### src/rtl/regbus_arb_if.sv
// Register bus bundle: SPI port, local master port and target port.
// slave = arbiter side, master = environment side (SPI, master, target).
interface regbus_arb_if;
   logic        s_active;
   logic        s_we;
   logic [6:0]  s_addr;
   logic [31:0] s_wdat;
   logic [31:0] s_rdat;
   logic        m_req;
   logic        m_we;
   logic [6:0]  m_addr;
   logic [31:0] m_wdat;
   logic        m_ack;
   logic [31:0] m_rdat;
   logic        t_we;
   logic [6:0]  t_addr;
   logic [31:0] t_wdat;
   logic [31:0] t_rdat;

   modport slave (
      input  s_active, s_we, s_addr, s_wdat,
      output s_rdat,
      input  m_req, m_we, m_addr, m_wdat,
      output m_ack, m_rdat,
      output t_we, t_addr, t_wdat,
      input  t_rdat
   );

   modport master (
      output s_active, s_we, s_addr, s_wdat,
      input  s_rdat,
      output m_req, m_we, m_addr, m_wdat,
      input  m_ack, m_rdat,
      input  t_we, t_addr, t_wdat,
      output t_rdat
   );
endinterface

### src/rtl/regbus_arb.sv
// Arbiter sharing one register target between an SPI slave and a local master.
// Ports: clk, rst_n, bus (slave modport), spi_own (SPI owns bus), coll_cnt.
module regbus_arb #(
   parameter int TAIL = 4
) (
   input  logic       clk,
   input  logic       rst_n,
   regbus_arb_if.slave bus,
   output logic       spi_own,
   output logic [7:0] coll_cnt
);

   localparam int TW = (TAIL < 2) ? 1 : $clog2(TAIL + 1);

   typedef enum logic [1:0] {
      IDLE,
      SPI,
      MST,
      DONE
   } state_t;

   state_t      state;
   state_t      state_nx;
   logic [TW-1:0] tail;
   logic [TW-1:0] tail_nx;
   logic        act;
   logic        sel_m;
   logic        coll;
   logic        cap;
   logic [31:0] rdat;

   assign act   = bus.s_active | bus.s_we;
   // SPI writes always win the target, even in the master's cycle
   assign sel_m = (state == MST) & ~bus.s_we;

   assign bus.t_addr = sel_m ? bus.m_addr : bus.s_addr;
   assign bus.t_wdat = sel_m ? bus.m_wdat : bus.s_wdat;
   assign bus.t_we   = sel_m ? bus.m_we   : bus.s_we;
   assign bus.s_rdat = bus.t_rdat;
   assign bus.m_ack  = (state == DONE);
   assign bus.m_rdat = rdat;
   assign spi_own    = (state == SPI);

   always_comb begin
      state_nx = state;
      coll     = 1'b0;
      cap      = 1'b0;
      unique case (state)
         IDLE: begin
            if (act)
               state_nx = SPI;
            else if (bus.m_req)
               state_nx = MST;
         end
         SPI: begin
            if (!act && tail == '0)
               state_nx = IDLE;
         end
         MST: begin
            if (bus.s_we) begin
               state_nx = SPI;
               coll     = 1'b1;
            end else begin
               state_nx = DONE;
               cap      = 1'b1;
            end
         end
         DONE: begin
            state_nx = act ? SPI : IDLE;
         end
         default: state_nx = IDLE;
      endcase
   end

   // Tail keeps SPI ownership across the late write strobe after CS release
   always_comb begin
      tail_nx = tail;
      if (act)
         tail_nx = TAIL[TW-1:0];
      else if (tail != '0)
         tail_nx = tail - TW'(1);
   end

   always_ff @(posedge clk or negedge rst_n) begin
      if (!rst_n) begin
         state    <= IDLE;
         tail     <= '0;
         rdat     <= '0;
         coll_cnt <= '0;
      end else begin
         state <= state_nx;
         tail  <= tail_nx;
         if (cap)
            rdat <= bus.t_rdat;
         if (coll && coll_cnt != 8'hFF)
            coll_cnt <= coll_cnt + 8'd1;
      end
   end

endmodule

### src/flat_wrapper.sv
// flat-port wrapper written by rule: the top's interface ports become plain ports
module regbus_arb_flat 
#(
   parameter int TAIL = 4
)
  (clk, rst_n, spi_own, coll_cnt, bus_s_active, bus_s_we, bus_s_addr, bus_s_wdat, bus_s_rdat, bus_m_req, bus_m_we, bus_m_addr, bus_m_wdat, bus_m_ack, bus_m_rdat, bus_t_we, bus_t_addr, bus_t_wdat, bus_t_rdat);
  regbus_arb_if bus_i ();
  input  logic clk;
  input  logic rst_n;
  output logic spi_own;
  output logic [7:0] coll_cnt;
  input wire logic [$bits(bus_i.s_active)-1:0] bus_s_active;
  input wire logic [$bits(bus_i.s_we)-1:0] bus_s_we;
  input wire logic [$bits(bus_i.s_addr)-1:0] bus_s_addr;
  input wire logic [$bits(bus_i.s_wdat)-1:0] bus_s_wdat;
  output wire logic [$bits(bus_i.s_rdat)-1:0] bus_s_rdat;
  input wire logic [$bits(bus_i.m_req)-1:0] bus_m_req;
  input wire logic [$bits(bus_i.m_we)-1:0] bus_m_we;
  input wire logic [$bits(bus_i.m_addr)-1:0] bus_m_addr;
  input wire logic [$bits(bus_i.m_wdat)-1:0] bus_m_wdat;
  output wire logic [$bits(bus_i.m_ack)-1:0] bus_m_ack;
  output wire logic [$bits(bus_i.m_rdat)-1:0] bus_m_rdat;
  output wire logic [$bits(bus_i.t_we)-1:0] bus_t_we;
  output wire logic [$bits(bus_i.t_addr)-1:0] bus_t_addr;
  output wire logic [$bits(bus_i.t_wdat)-1:0] bus_t_wdat;
  input wire logic [$bits(bus_i.t_rdat)-1:0] bus_t_rdat;
  assign bus_i.s_active = bus_s_active;
  assign bus_i.s_we = bus_s_we;
  assign bus_i.s_addr = bus_s_addr;
  assign bus_i.s_wdat = bus_s_wdat;
  assign bus_s_rdat = bus_i.s_rdat;
  assign bus_i.m_req = bus_m_req;
  assign bus_i.m_we = bus_m_we;
  assign bus_i.m_addr = bus_m_addr;
  assign bus_i.m_wdat = bus_m_wdat;
  assign bus_m_ack = bus_i.m_ack;
  assign bus_m_rdat = bus_i.m_rdat;
  assign bus_t_we = bus_i.t_we;
  assign bus_t_addr = bus_i.t_addr;
  assign bus_t_wdat = bus_i.t_wdat;
  assign bus_i.t_rdat = bus_t_rdat;
  regbus_arb #(.TAIL(TAIL)) u_core (.clk(clk), .rst_n(rst_n), .bus(bus_i), .spi_own(spi_own), .coll_cnt(coll_cnt));
endmodule
### config.mk
export PLATFORM = sky130hd
export DESIGN_NAME = regbus_arb_flat
export DESIGN_NICKNAME = d
export VERILOG_FILES = /design/src/rtl/regbus_arb_if.sv /design/src/rtl/regbus_arb.sv /design/src/flat_wrapper.sv
export SDC_FILE = /design/constraint.sdc
export NUM_CORES = 1
export LEC_CHECK = 0
export ABC_AREA = 1
export BUFFER_PORTS_ARGS = -buffer_cell sky130_fd_sc_hd__clkbuf_2
export CAP_MARGIN = 30
export CORE_ASPECT_RATIO = 0.8
export CORE_MARGIN = 3
export CORE_UTILIZATION = 43
export DETAILED_ROUTE_END_ITERATION = 6
export GPL_ROUTABILITY_DRIVEN = 0
export PLACE_DENSITY = 0.95
export SYNTH_ARGS = -nofsm -noshare
export SYNTH_HDL_FRONTEND = slang
export SYNTH_SLANG_ARGS = --single-unit
### constraint.sdc
create_clock -name clk -period 1.8 [get_ports clk]
set_input_delay 0.09 -clock clk [delete_from_list [all_inputs] [get_ports clk]]
set_output_delay 0.09 -clock clk [all_outputs]
set_load 0.05 [all_outputs]
==> run_results.csv <==
group,metric,value,unit
outcome,status,"finished clean",
yosys,yosysWarnings,0,
critical_path,required,1.71,ns
floorplan,floorplan.initialDensity,46.2,%
global_routing,antenna_found_initial,0,
cts,cts_inserted_buffers,5,
power,ir_drop,0.000575,V
yosys,synth_commonest_cells,"178 x nand2_1, 80 x nand3_1, 45 x dfrtp_1, 39 x buf_4, 15 x buf_2",
timing,worst_hold_slack,0.0400,ns
finish,syn_to_final_growth,43.2,%
hold_path,min_from,"bus_t_rdat[20]",
floorplan,core.rowCount,25,
placed_design,place_area,3780,sq um
critical_path,slowest_delay,0.40,ns
critical_path,path_buf_inv,4,
cts,htree_levels,2,
yosys,yosysTopAreaCellShare,39.8,%
cts,clkTransAtPathRegs,0.09,ns
critical_path,cp_max_fo,19,
global_routing,track_usage,22.8,%
timing,clock.fmax,592,MHz
cts,clk_latency,0.29,ns
yosys,syn_area,2830,sq um
finish,num_antenna_cells,0,
yosys,synthCells,404,
hold_path,hp-class,"input port to flip-flop",
yosys,synth_async_sr_flop_share,100,%
drt,drt-initial-drc-count,259,
critical_path,rr_worst_depth,7,
drt,postRouteAntennaNets,0,
drt,dr.pass1.iters,4,
critical_path,slowest_stage,"dfrtp_1",
cts,cts_tree,"built",
floorplan,die_w,96.7,microns
critical_path,r2r-end,"u_core.state[1]",
yosys,synth.most_common_cell,"nand2_1",
critical_path,r2r-start,"u_core.state[1]",
placed_design,dp_worst_setup_slack,0.243,ns
yosys,synth-seq-area-share,39.8,%
global_routing,grt_overflow,0,
timing,setup_viol,0,
global_routing,grt_pass1_wl,14.5,mm
timing,finalWorstSetupSlack,0.111,ns
placed_design,port_buffers,229,
cts,root_buffer,"clkbuf_8",
timing,hold_viol,0,
yosys,synth_ff_type,"dfrtp_1",
yosys,avgSynthCellArea,7.01,sq um
floorplan,ios,230,
finish,nNetsFinal,715,
floorplan,core,6130,sq um
timing,max_slew_margin,59.5,%
drt,viasPerCell,4.88,
critical_path,rrSetupSlack,0.36,ns
placed_design,post-dp-hpwl,6.86,mm
yosys,synth_edf_count,0,
timing,worstMarginPinSlew,0.608,ns
global_routing,grt_max_degree,49,
timing,maxSlewViolCount,0,
critical_path,cp-startpoint,"u_core.state[0]",
critical_path,cp.arrival,1.60,ns
global_routing,first_global_vias,3091,
power,fin_total_pwr,3.23,mW
critical_path,worst-path-stages,7,
finish,finalInstanceArea,4060,sq um
finish,fin_cells,677,
power,static-leakage-power,2.52,nW
placed_design,dp_cells,666,
flow_run,cap_violations,0,
critical_path,path_delay_family,"buffers and inverters",
finish,layout-drive-gt1-share,43.0,%
drt,drc,0,
yosys,ys_seq_elements,45,
yosys,syn_nets,523,
floorplan,die_y,78.6,microns
yosys,synth_area_leaders,"dfrtp_1 40%, nand2_1 24%, nand3_1 14%",
cts,clock-sinks,45,
timing,finClkSkew,0.00866,ns
yosys,yosysTopAreaCell,"dfrtp_1",
cts,clockBufferDepth,2,
critical_path,worstSetupPathType,"flip-flop to output pin",
critical_path,endpoint,"bus_t_wdat[6]",
drt,vias,3305,
timing,fin_crit,1.69,ns
yosys,synth_cell_types,20,
floorplan,dieArea,7600,sq um
drt,wl_per_cell,13.6,microns
critical_path,worstPathCellList,"inv_2 > nand2_2 > clkinv_4 > buf_12 > nand3_1 > nand2_1 > buf_2",
power,power_density,797,nW/um^2
timing,min_period_over_period,93.8,%
timing,rsz0062_at_grt,"true",
drt,drt_wl_total,9.21,mm
critical_path,cp-start-kind,"flip-flop",
critical_path,worst_setup_path_end_kind,"output pin",
finish,fillers,529,
-- placed cells by master (no fill, tap or decap), types with 5 or more instances in the layout --
cell type and instances:
dfrtp_1 45, clkbuf_8 5, nand3_1 80, nor2_1 8, clkbuf_2 189, buf_4 7
inv_1 13, buf_2 9, nand2_1 178, clkbuf_4 29
-- timing repair --
| item | 4_1_cts | 5_1_grt |
|---|---|---|
| pin swaps | 0 | 1 |
| hold buffers | 1 | 0 |
| endpoints found under the hold margin | 23 | 0 |
| setup endpoints to repair | 39 | 40 |
| setup buffers | 0 | 0 |
| gates resized for setup | 10 | 61 |
| cloned | 1 | 2 |
-- cell type report --
class / count / area, sq um / share of cell area, %
timing repair buffer: 239 / 1360 / 33.6
multi-input combinational: 289 / 1300 / 32.0
sequential: 45 / 1130 / 27.8
tap: 81 / 101 / 2.50
clock buffer: 5 / 68.8 / 1.70
inverter: 16 / 65.1 / 1.60
clock inverter: 2 / 35.0 / 0.864
-- through the flow --
step / setup TNS, ns / util (%)
after floorplan: 0 / -
after global placement: 0 / 61.6
after detailed placement: 0 / 61.6
after CTS: 0 / 64.4
after global routing: -0.0952 / 66.2
final: 0 / 66.2
-- kinds of logic after synthesis --
kind of cell | after synthesis | synth area share (%)
buffers and inverters | 71 | 15.5
AOI/OAI and AO/OA | 8 | 1.72
adders and majority gates | 3 | 1.33
DFF | 45 | 39.8
xor gates and xnor gates | 3 | 0.928
and+or+nand+nor | 274 | 40.8
-- sequential cells by signal, summed over array words and instances, names as in the netlist --
register,flops
u_core.tail,3
u_core.state,2
u_core.coll_cnt,8
u_core.bus.m_rdat,32
-- power breakdown --
| group | switching (mW) | internal [mW] | total (mW) |
|---|---|---|---|
| Clock | 0.323 | 0.404 | 0.727 |
| Sequential | 0.0661 | 1.12 | 1.18 |
| Combinational | 0.995 | 0.329 | 1.32 |
-- tightest hold or removal path, stage by stage --
cell,delay (ns)
clkbuf_2,0.09
nand3_1,0.07
nand2_1,0.05
-- worst min path at each step --
stage                             to  slack, ns  cells after the start
5_1_grt        u_core.bus.m_rdat[30]       0.03                      3
2_1_floorplan   u_core.bus.m_rdat[0]      -0.21                      0
4_1_cts        u_core.bus.m_rdat[20]       0.03                      3
3_5_place_dp   u_core.bus.m_rdat[10]       0.13                      1
6_report       u_core.bus.m_rdat[20]       0.04                      3
3_3_place_gp    u_core.bus.m_rdat[8]       0.13                      1
-- layer usage --
| layer | routed length [microns] | vias up | track usage (%) |
|---|---|---|---|
| li1 | - | 1635 | - |
| met1 | 3490 | 1494 | 27.0 |
| met2 | 4800 | 166 | 41.3 |
| met3 | 800 | 10 | 5.60 |
| met4 | 121 | 0 | 6.31 |
| met5 | 0 | - | 0 |
(Power assumes the default switching activity.)
